--- config.mk ---
export PLATFORM = sky130hd
export DESIGN_NAME = apb_cmd_requester
export DESIGN_NICKNAME = d
export VERILOG_FILES = /design/src/rtl/apb_requester_pkg.sv /design/src/rtl/apb_cmd_requester.sv
export SDC_FILE = /design/constraint.sdc
export NUM_CORES = 1
export LEC_CHECK = 0
export CAP_MARGIN = 20
export CORE_MARGIN = 8
export CORE_UTILIZATION = 35
export DETAILED_ROUTE_END_ITERATION = 8
export GPL_TIMING_DRIVEN = 0
export PLACE_DENSITY = 0.83
export REMOVE_ABC_BUFFERS = 1
export SYNTH_ARGS = -nofsm -noshare
export SYNTH_HDL_FRONTEND = slang
export SYNTH_SLANG_ARGS = --single-unit
--- constraint.sdc ---
create_clock -name pclk -period 3.22 [get_ports pclk]
set_input_delay 0.322 -clock pclk [delete_from_list [all_inputs] [get_ports pclk]]
set_output_delay 0.322 -clock pclk [all_outputs]
set_load 0.01 [all_outputs]
--- src/rtl/apb_requester_pkg.sv ---
// Shared types and default constants for the APB command requester.
package apb_requester_pkg;

  // APB data path width; the requester supports only this width.
  localparam int unsigned ApbDataWidth = 32;

  // Default ACCESS-phase wait limit (cycles with pready low).
  localparam int unsigned DefaultTimeoutCycles = 256;

  // Width of the ACCESS-phase wait counter.
  localparam int unsigned TimeoutCntWidth = 16;

  // Requester transfer FSM.
  typedef enum logic [1:0] {
    StIdle   = 2'd0,
    StSetup  = 2'd1,
    StAccess = 2'd2,
    StResp   = 2'd3
  } req_state_e;

endpackage

--- src/rtl/apb_cmd_requester.sv ---
// APB requester: turns a valid/ready command into one APB transfer and returns
// the result on a valid/ready response channel.
// Optional feature macro: APB_REQUESTER_TIMEOUT_EN bounds the ACCESS phase to
// TIMEOUT_CYCLES cycles of pready=0 and reports a timeout error response.
module apb_cmd_requester
  import apb_requester_pkg::*;
#(
  parameter int unsigned ADDR_WIDTH     = 16,
  parameter int unsigned DATA_WIDTH     = ApbDataWidth,
  parameter int unsigned TIMEOUT_CYCLES = DefaultTimeoutCycles
) (
  input  logic                  pclk,
  input  logic                  rst,
  // Command channel
  input  logic                  cmd_valid,
  output logic                  cmd_ready,
  input  logic                  cmd_write,
  input  logic [ADDR_WIDTH-1:0] cmd_addr,
  input  logic [DATA_WIDTH-1:0] cmd_wdata,
  input  logic [3:0]            cmd_strb,
  // Response channel
  output logic                  resp_valid,
  input  logic                  resp_ready,
  output logic [DATA_WIDTH-1:0] resp_rdata,
  output logic                  resp_err,
  output logic                  resp_timeout,
  // APB requester
  output logic                  psel,
  output logic                  penable,
  output logic                  pwrite,
  output logic [ADDR_WIDTH-1:0] paddr,
  output logic [DATA_WIDTH-1:0] pwdata,
  output logic [3:0]            pstrb,
  output logic [2:0]            pprot,
  input  logic                  pready,
  input  logic [DATA_WIDTH-1:0] prdata,
  input  logic                  pslverr
);

  // Elaboration-time parameter guards.
  if (DATA_WIDTH != ApbDataWidth) begin : g_bad_data_width
    $error("apb_cmd_requester: DATA_WIDTH must be 32");
  end
  if (TIMEOUT_CYCLES < 2 || TIMEOUT_CYCLES > 65535) begin : g_bad_timeout
    $error("apb_cmd_requester: TIMEOUT_CYCLES must be in 2..65535");
  end

  req_state_e            r_state;
  req_state_e            w_state_d;
  logic                  r_write;
  logic [ADDR_WIDTH-1:0] r_addr;
  logic [DATA_WIDTH-1:0] r_wdata;
  logic [3:0]            r_strb;
  logic [DATA_WIDTH-1:0] r_rdata;
  logic                  r_err;
  logic                  w_accept;
  logic                  w_complete;
  logic                  w_timeout_hit;

  assign w_accept   = (r_state == StIdle) && cmd_valid;
  // pready is only meaningful during ACCESS; it wins over a same-cycle timeout.
  assign w_complete = (r_state == StAccess) && pready;

`ifdef APB_REQUESTER_TIMEOUT_EN
  logic [TimeoutCntWidth-1:0] r_cnt;
  logic [TimeoutCntWidth-1:0] w_cnt_inc;
  logic                       r_timeout;

  assign w_cnt_inc     = r_cnt + 16'd1;
  // Fires on the TIMEOUT_CYCLES-th ACCESS cycle that still sees pready=0.
  assign w_timeout_hit = (r_state == StAccess) && !pready &&
                         (w_cnt_inc == 16'(TIMEOUT_CYCLES));

  // Wait counter (cleared in SETUP so it starts at zero on ACCESS entry) and timeout flag.
  always_ff @(posedge pclk) begin
    if (rst) begin
      r_cnt     <= '0;
      r_timeout <= 1'b0;
    end else begin
      if (r_state == StSetup) begin
        r_cnt <= '0;
      end else if ((r_state == StAccess) && !pready) begin
        r_cnt <= w_cnt_inc;
      end
      if (w_complete) begin
        r_timeout <= 1'b0;
      end else if (w_timeout_hit) begin
        r_timeout <= 1'b1;
      end
    end
  end

  assign resp_timeout = r_timeout;
`else
  assign w_timeout_hit = 1'b0;
  assign resp_timeout  = 1'b0;
`endif

  // FSM state register.
  always_ff @(posedge pclk) begin
    if (rst) begin
      r_state <= StIdle;
    end else begin
      r_state <= w_state_d;
    end
  end

  // FSM next-state logic.
  always_comb begin
    w_state_d = r_state;
    case (r_state)
      StIdle:   if (cmd_valid) w_state_d = StSetup;
      StSetup:  w_state_d = StAccess;
      StAccess: if (pready || w_timeout_hit) w_state_d = StResp;
      StResp:   if (resp_ready) w_state_d = StIdle;
      default:  w_state_d = StIdle;
    endcase
  end

  // Command capture on acceptance and response capture on ACCESS completion.
  always_ff @(posedge pclk) begin
    if (rst) begin
      r_write <= 1'b0;
      r_addr  <= '0;
      r_wdata <= '0;
      r_strb  <= '0;
      r_rdata <= '0;
      r_err   <= 1'b0;
    end else begin
      if (w_accept) begin
        r_write <= cmd_write;
        r_addr  <= cmd_addr;
        r_wdata <= cmd_wdata;
        // Reads carry no byte lanes.
        r_strb  <= cmd_write ? cmd_strb : 4'b0000;
      end
      if (w_complete) begin
        r_rdata <= r_write ? '0 : prdata;
        r_err   <= pslverr;
      end else if (w_timeout_hit) begin
        r_rdata <= '0;
        r_err   <= 1'b1;
      end
    end
  end

  assign cmd_ready  = (r_state == StIdle);
  assign psel       = (r_state == StSetup) || (r_state == StAccess);
  assign penable    = (r_state == StAccess);
  assign pwrite     = r_write;
  assign paddr      = r_addr;
  assign pwdata     = r_wdata;
  assign pstrb      = r_strb;
  assign pprot      = 3'b000;
  assign resp_valid = (r_state == StResp);
  assign resp_rdata = r_rdata;
  assign resp_err   = r_err;

endmodule
Word level (Yosys, flattened, before mapping)
Index checks and enable logic that the tools add are counted.
W data, S select, Z words.
- equality and inequality tests: 6
- muxes and demuxes: 6
- reduce and logical (&&, ||, !) cells: 5
- operators with widths (operator ; count):
    $mux W32 ; 1
    $pmux W2 S4 ; 1
    $mux W2 ; 3
    $eq A2 B2 Y1 const B ; 2
    $mux W4 ; 1
    $ne A2 B1 Y1 const B ; 2
    $reduce_and A3 Y1 ; 1
    $eq A2 B1 Y1 const B ; 1
    $logic_and A1 B1 Y1 ; 2
    $logic_not A2 Y1 ; 1
    $ne A2 B2 Y1 const B ; 1
    $logic_or A1 B1 Y1 ; 1
- register bits after elaboration: 88
- bits of input ports: 91
- output and inout port bits: 94
- word-level logic and storage cells: 24

Logic depth before layout (Yosys ltp)
- depth after elaboration: 3
- depth in mapped cells: 7

Worst setup path before layout
OpenSTA, ideal clock, no wires.
- kind: register -> register
- start point: register r_state[0]
- end point: register r_state[1]
- arrival time: 1232 ps
- slack: 1857 ps
- cell stages (with the launch flop): 7
- buffers on the path: 1
- clock period less this slack: 1363 ps
- cell sequence: dfxtp_1 inv_1 ha_1 buf_6 nor2b_4 o311ai_1 o41ai_1
- longest elaborated chain between the ends: 3
- elaborated cells between the ends (all ways): 9
- classes of those cells: eq/ne (6); mux (1); reduce/logical (2)
- RTL lines (what ; RTL line ; source):
    from (decl) ; apb_cmd_requester.sv:48 ; req_state_e r_state;
    from (signal assigned) ; apb_cmd_requester.sv:102 ; r_state <= StIdle;
    from (signal assigned) ; apb_cmd_requester.sv:104 ; r_state <= w_state_d;
    $eq A2 B2 Y1 * ; - ;
    named net penable ; apb_cmd_requester.sv:29 ; output logic penable,
    $ne A2 B1 Y1 (no source line) ; - ;
    $reduce_and A3 Y1 (no source line) ; - ;
Mark *: on every way through the listed nets, which the timed path passes. The rest lies on a longest branch.
A chain may end at the register's enable or synchronous reset.

Final worst setup path
- start point: register r_state[0]
- end point: output port penable
- longest elaborated chain between the ends: 1
- RTL lines (what ; RTL line ; source):
    $eq A2 B2 Y1 ; apb_cmd_requester.sv:149 ; assign penable = (r_state == StAccess);
    to (decl) ; apb_cmd_requester.sv:29 ;
No other way between the ends.

==> results_dict.tcl <==
set metrics [dict create \
    ys_seq_area_share_pct 52.0 \
    finalHoldViolCount 0 \
    drc 0 \
    clockBufferDepth 2 \
    ys_types 22 \
    via_count 3358 \
    die_h_um 114 \
    wl_met3_um 1200 \
    fin_skew_ns 0.0112 \
    slew_violations 0 \
    postCtsSetupBuffers 0 \
    power.density_nw_per_um2 593 \
    pwr-share-clk_pct 23.1 \
    max_clock_freq_mhz 388 \
    grt-ovfl-total 0 \
    dp_slack_ns 0.973 \
    drt_wl_total_um 11100 \
    layout_commonest_cell "clkdlybuf4s50_1" \
    cts.clk_slew.worst_paths_ns 0.08 \
    path_class "flip-flop to primary output" \
    status "completed" \
    synth.cell_area_um2 3390 \
    fin_tns_setup_ns 0 \
    io_buffers 180 \
    grt_pass1_wl_um 17300 \
    crit_path_end_kind "primary output" \
    grt_max_degree 88 \
    drt-initial-drc-count 205 \
    crit_path_start_kind "flip-flop" \
    cts-buffers-inserted 9 \
    worst_pin_slew_ns 0.904 \
    wl_met1_um 4220 \
    multi_input_area_um2 1390 \
    worst_slack_ns 0.643 \
    rows 36 \
    die_w_um 114 \
    ir_drop_v 0.000318 \
    wl_per_cell_um 15.8 \
    dr_wl_met2_um 5510 \
    fill_cells 866 \
    finalCritPeriodShare_pct 80.0 \
    pwr-share-comb_pct 34.1 \
    drv_cap 0 \
    crit_arrival_ns 2.26 \
    instances_no_fill 699 \
    intPower_uw 2220 \
    cts_tree "yes" \
    yosys_warnings 0 \
    vias_per_cell 4.80 \
    syn_area_per_cell_um2 8.40 \
    die_area_um2 13100 \
    top_layer "met4" \
    period_needed_ns 2.58 \
    min_path_type "flip-flop to flip-flop" \
    cts-resized-gates 0 \
    dr.pass1.iters 4 \
    hold_buffers 0 \
    antenna_cells 0 \
    start_util_pct 35.3 \
    grt_pass1_vias 3442 \
    cp_data_required_time_ns 2.90 \
    seqPwrFrac_pct 42.8 \
    clockRootBuffer "clkbuf_8" \
    synthCells 403 \
    grt.total_usage_pct 16.6 \
    rsz0062_at_grt "false" \
    ys_ff_latch 88 \
    layout_common_cells "clkdlybuf4s50_1 (179), nand2_1 (136), dfxtp_1 (88)" \
    fin_nets 656 \
    antenna_found_initial 0 \
    setup_violations 0 \
    io_pins 185 \
    clock-sinks 88 \
    power_switching_share_pct 30.8 \
    seq_area_um2 1760 \
    place.gp.congestion 0.702 \
    critical_path_peak_fanout 21 \
    layout-drive-gt1-share_pct 4.42 \
    p_sw_uw 985 \
    dp.cells 684 \
    fin_total_pwr_uw 3200 \
    relSlewSlack_pct 39.6 \
    clk_latency_ns 0.34 \
    area_growth_syn_to_layout_pct 59.4 \
    coreArea_um2 9590 \
    htree_num_levels 3 \
    postRouteAntennaNets 0 \
    hpwl_um 8180 \
    p_leak_uw 0.00188 \
]
[cell usage after synthesis]
cell type / number / area, um2
a21oi_1: 85 / 425
o311ai_1: 1 / 8.76
nand2_2: 1 / 6.26
buf_6: 7 / 78.8
buf_4: 5 / 37.5
nor2b_4: 1 / 13.8
buf_2: 17 / 85.1
nand4b_1: 32 / 280
a21oi_2: 1 / 8.76
and2_1: 1 / 6.26
nand3_2: 1 / 10.0
ha_1: 3 / 37.5
o31ai_1: 1 / 7.51
nand2_1: 137 / 514
clkbuf_1: 10 / 37.5
inv_1: 3 / 11.3
conb_1: 1 / 3.75
dfxtp_1: 88 / 1760
nor2b_1: 2 / 12.5
o311a_1: 1 / 10.0
nand3_1: 4 / 20.0
o41ai_1: 1 / 8.76
[critical path: stages, from the launching register on]
cell             delay [ns]
dfxtp_1                0.32
inv_1                  0.11
ha_1                   0.70
buf_8                  0.24
clkdlybuf4s50_1        0.56
[worst paths after layout]
check	start	endpoint	slack, ns	cells past startpoint
worst min-delay path	resp_rdata[31]$_SDFFE_PP0P_	resp_rdata[31]$_SDFFE_PP0P_	0.45	2
worst min register to register	resp_rdata[31]$_SDFFE_PP0P_	resp_rdata[31]$_SDFFE_PP0P_	0.45	2
worst max-delay path	r_state[0]$_SDFFE_PP0P_	penable	0.64	4
worst max register to register	r_state[0]$_SDFFE_PP0P_	resp_rdata[8]$_SDFFE_PP0P_	1.04	5
[registers in the layout (all words and copies together), names as in the netlist]
register    flops
pwdata         32
resp_err        1
pwrite          1
pstrb           4
r_state         2
paddr          16
resp_rdata     32
[metrics by stage]
stage / util [%] / cell area (um2) / hold WS, ns
after floorplan: - / 3160 / 0.384
after global placement: 53.4 / 5130 / 0.437
after detailed placement: 54.3 / 5210 / 0.444
after CTS: 56.2 / 5400 / 0.455
after global routing: 56.2 / 5400 / 0.470
final: 56.2 / 5400 / 0.453
[cells by family after synthesis]
| kind of cell | synth area share (%) |
|---|---|
| compound gates | 13.9 |
| fa+ha+maj | 1.11 |
| buf+inv | 7.39 |
| flops | 52.0 |
| other cells | 0.111 |
| simple gates | 25.5 |
[power by group through the flow]
stage,registers (uW),clock network (uW),logic [uW]
2_1_floorplan,1460,0,350
3_3_place_gp,1390,0,1040
3_5_place_dp,1400,0,1100
4_1_cts,1370,769,1110
5_1_grt,1400,813,1190
6_report,1370,738,1090
[metal layers]
metal  GRT usage, %  vias up
li1               -     1661
met1           16.8     1560
met2           29.3      127
met3           7.54       10
met4           6.03        0
met5              0        -
[area by class of cell]
type,count,share of cell area (%)
clock buffer,11,2.62
clock inverter,4,0.835
inverter,3,0.209
multi-input combinational,276,25.7
sequential,88,32.6
tap,133,3.08
timing repair buffer,184,34.9
Power figures use the tool's default switching activity.
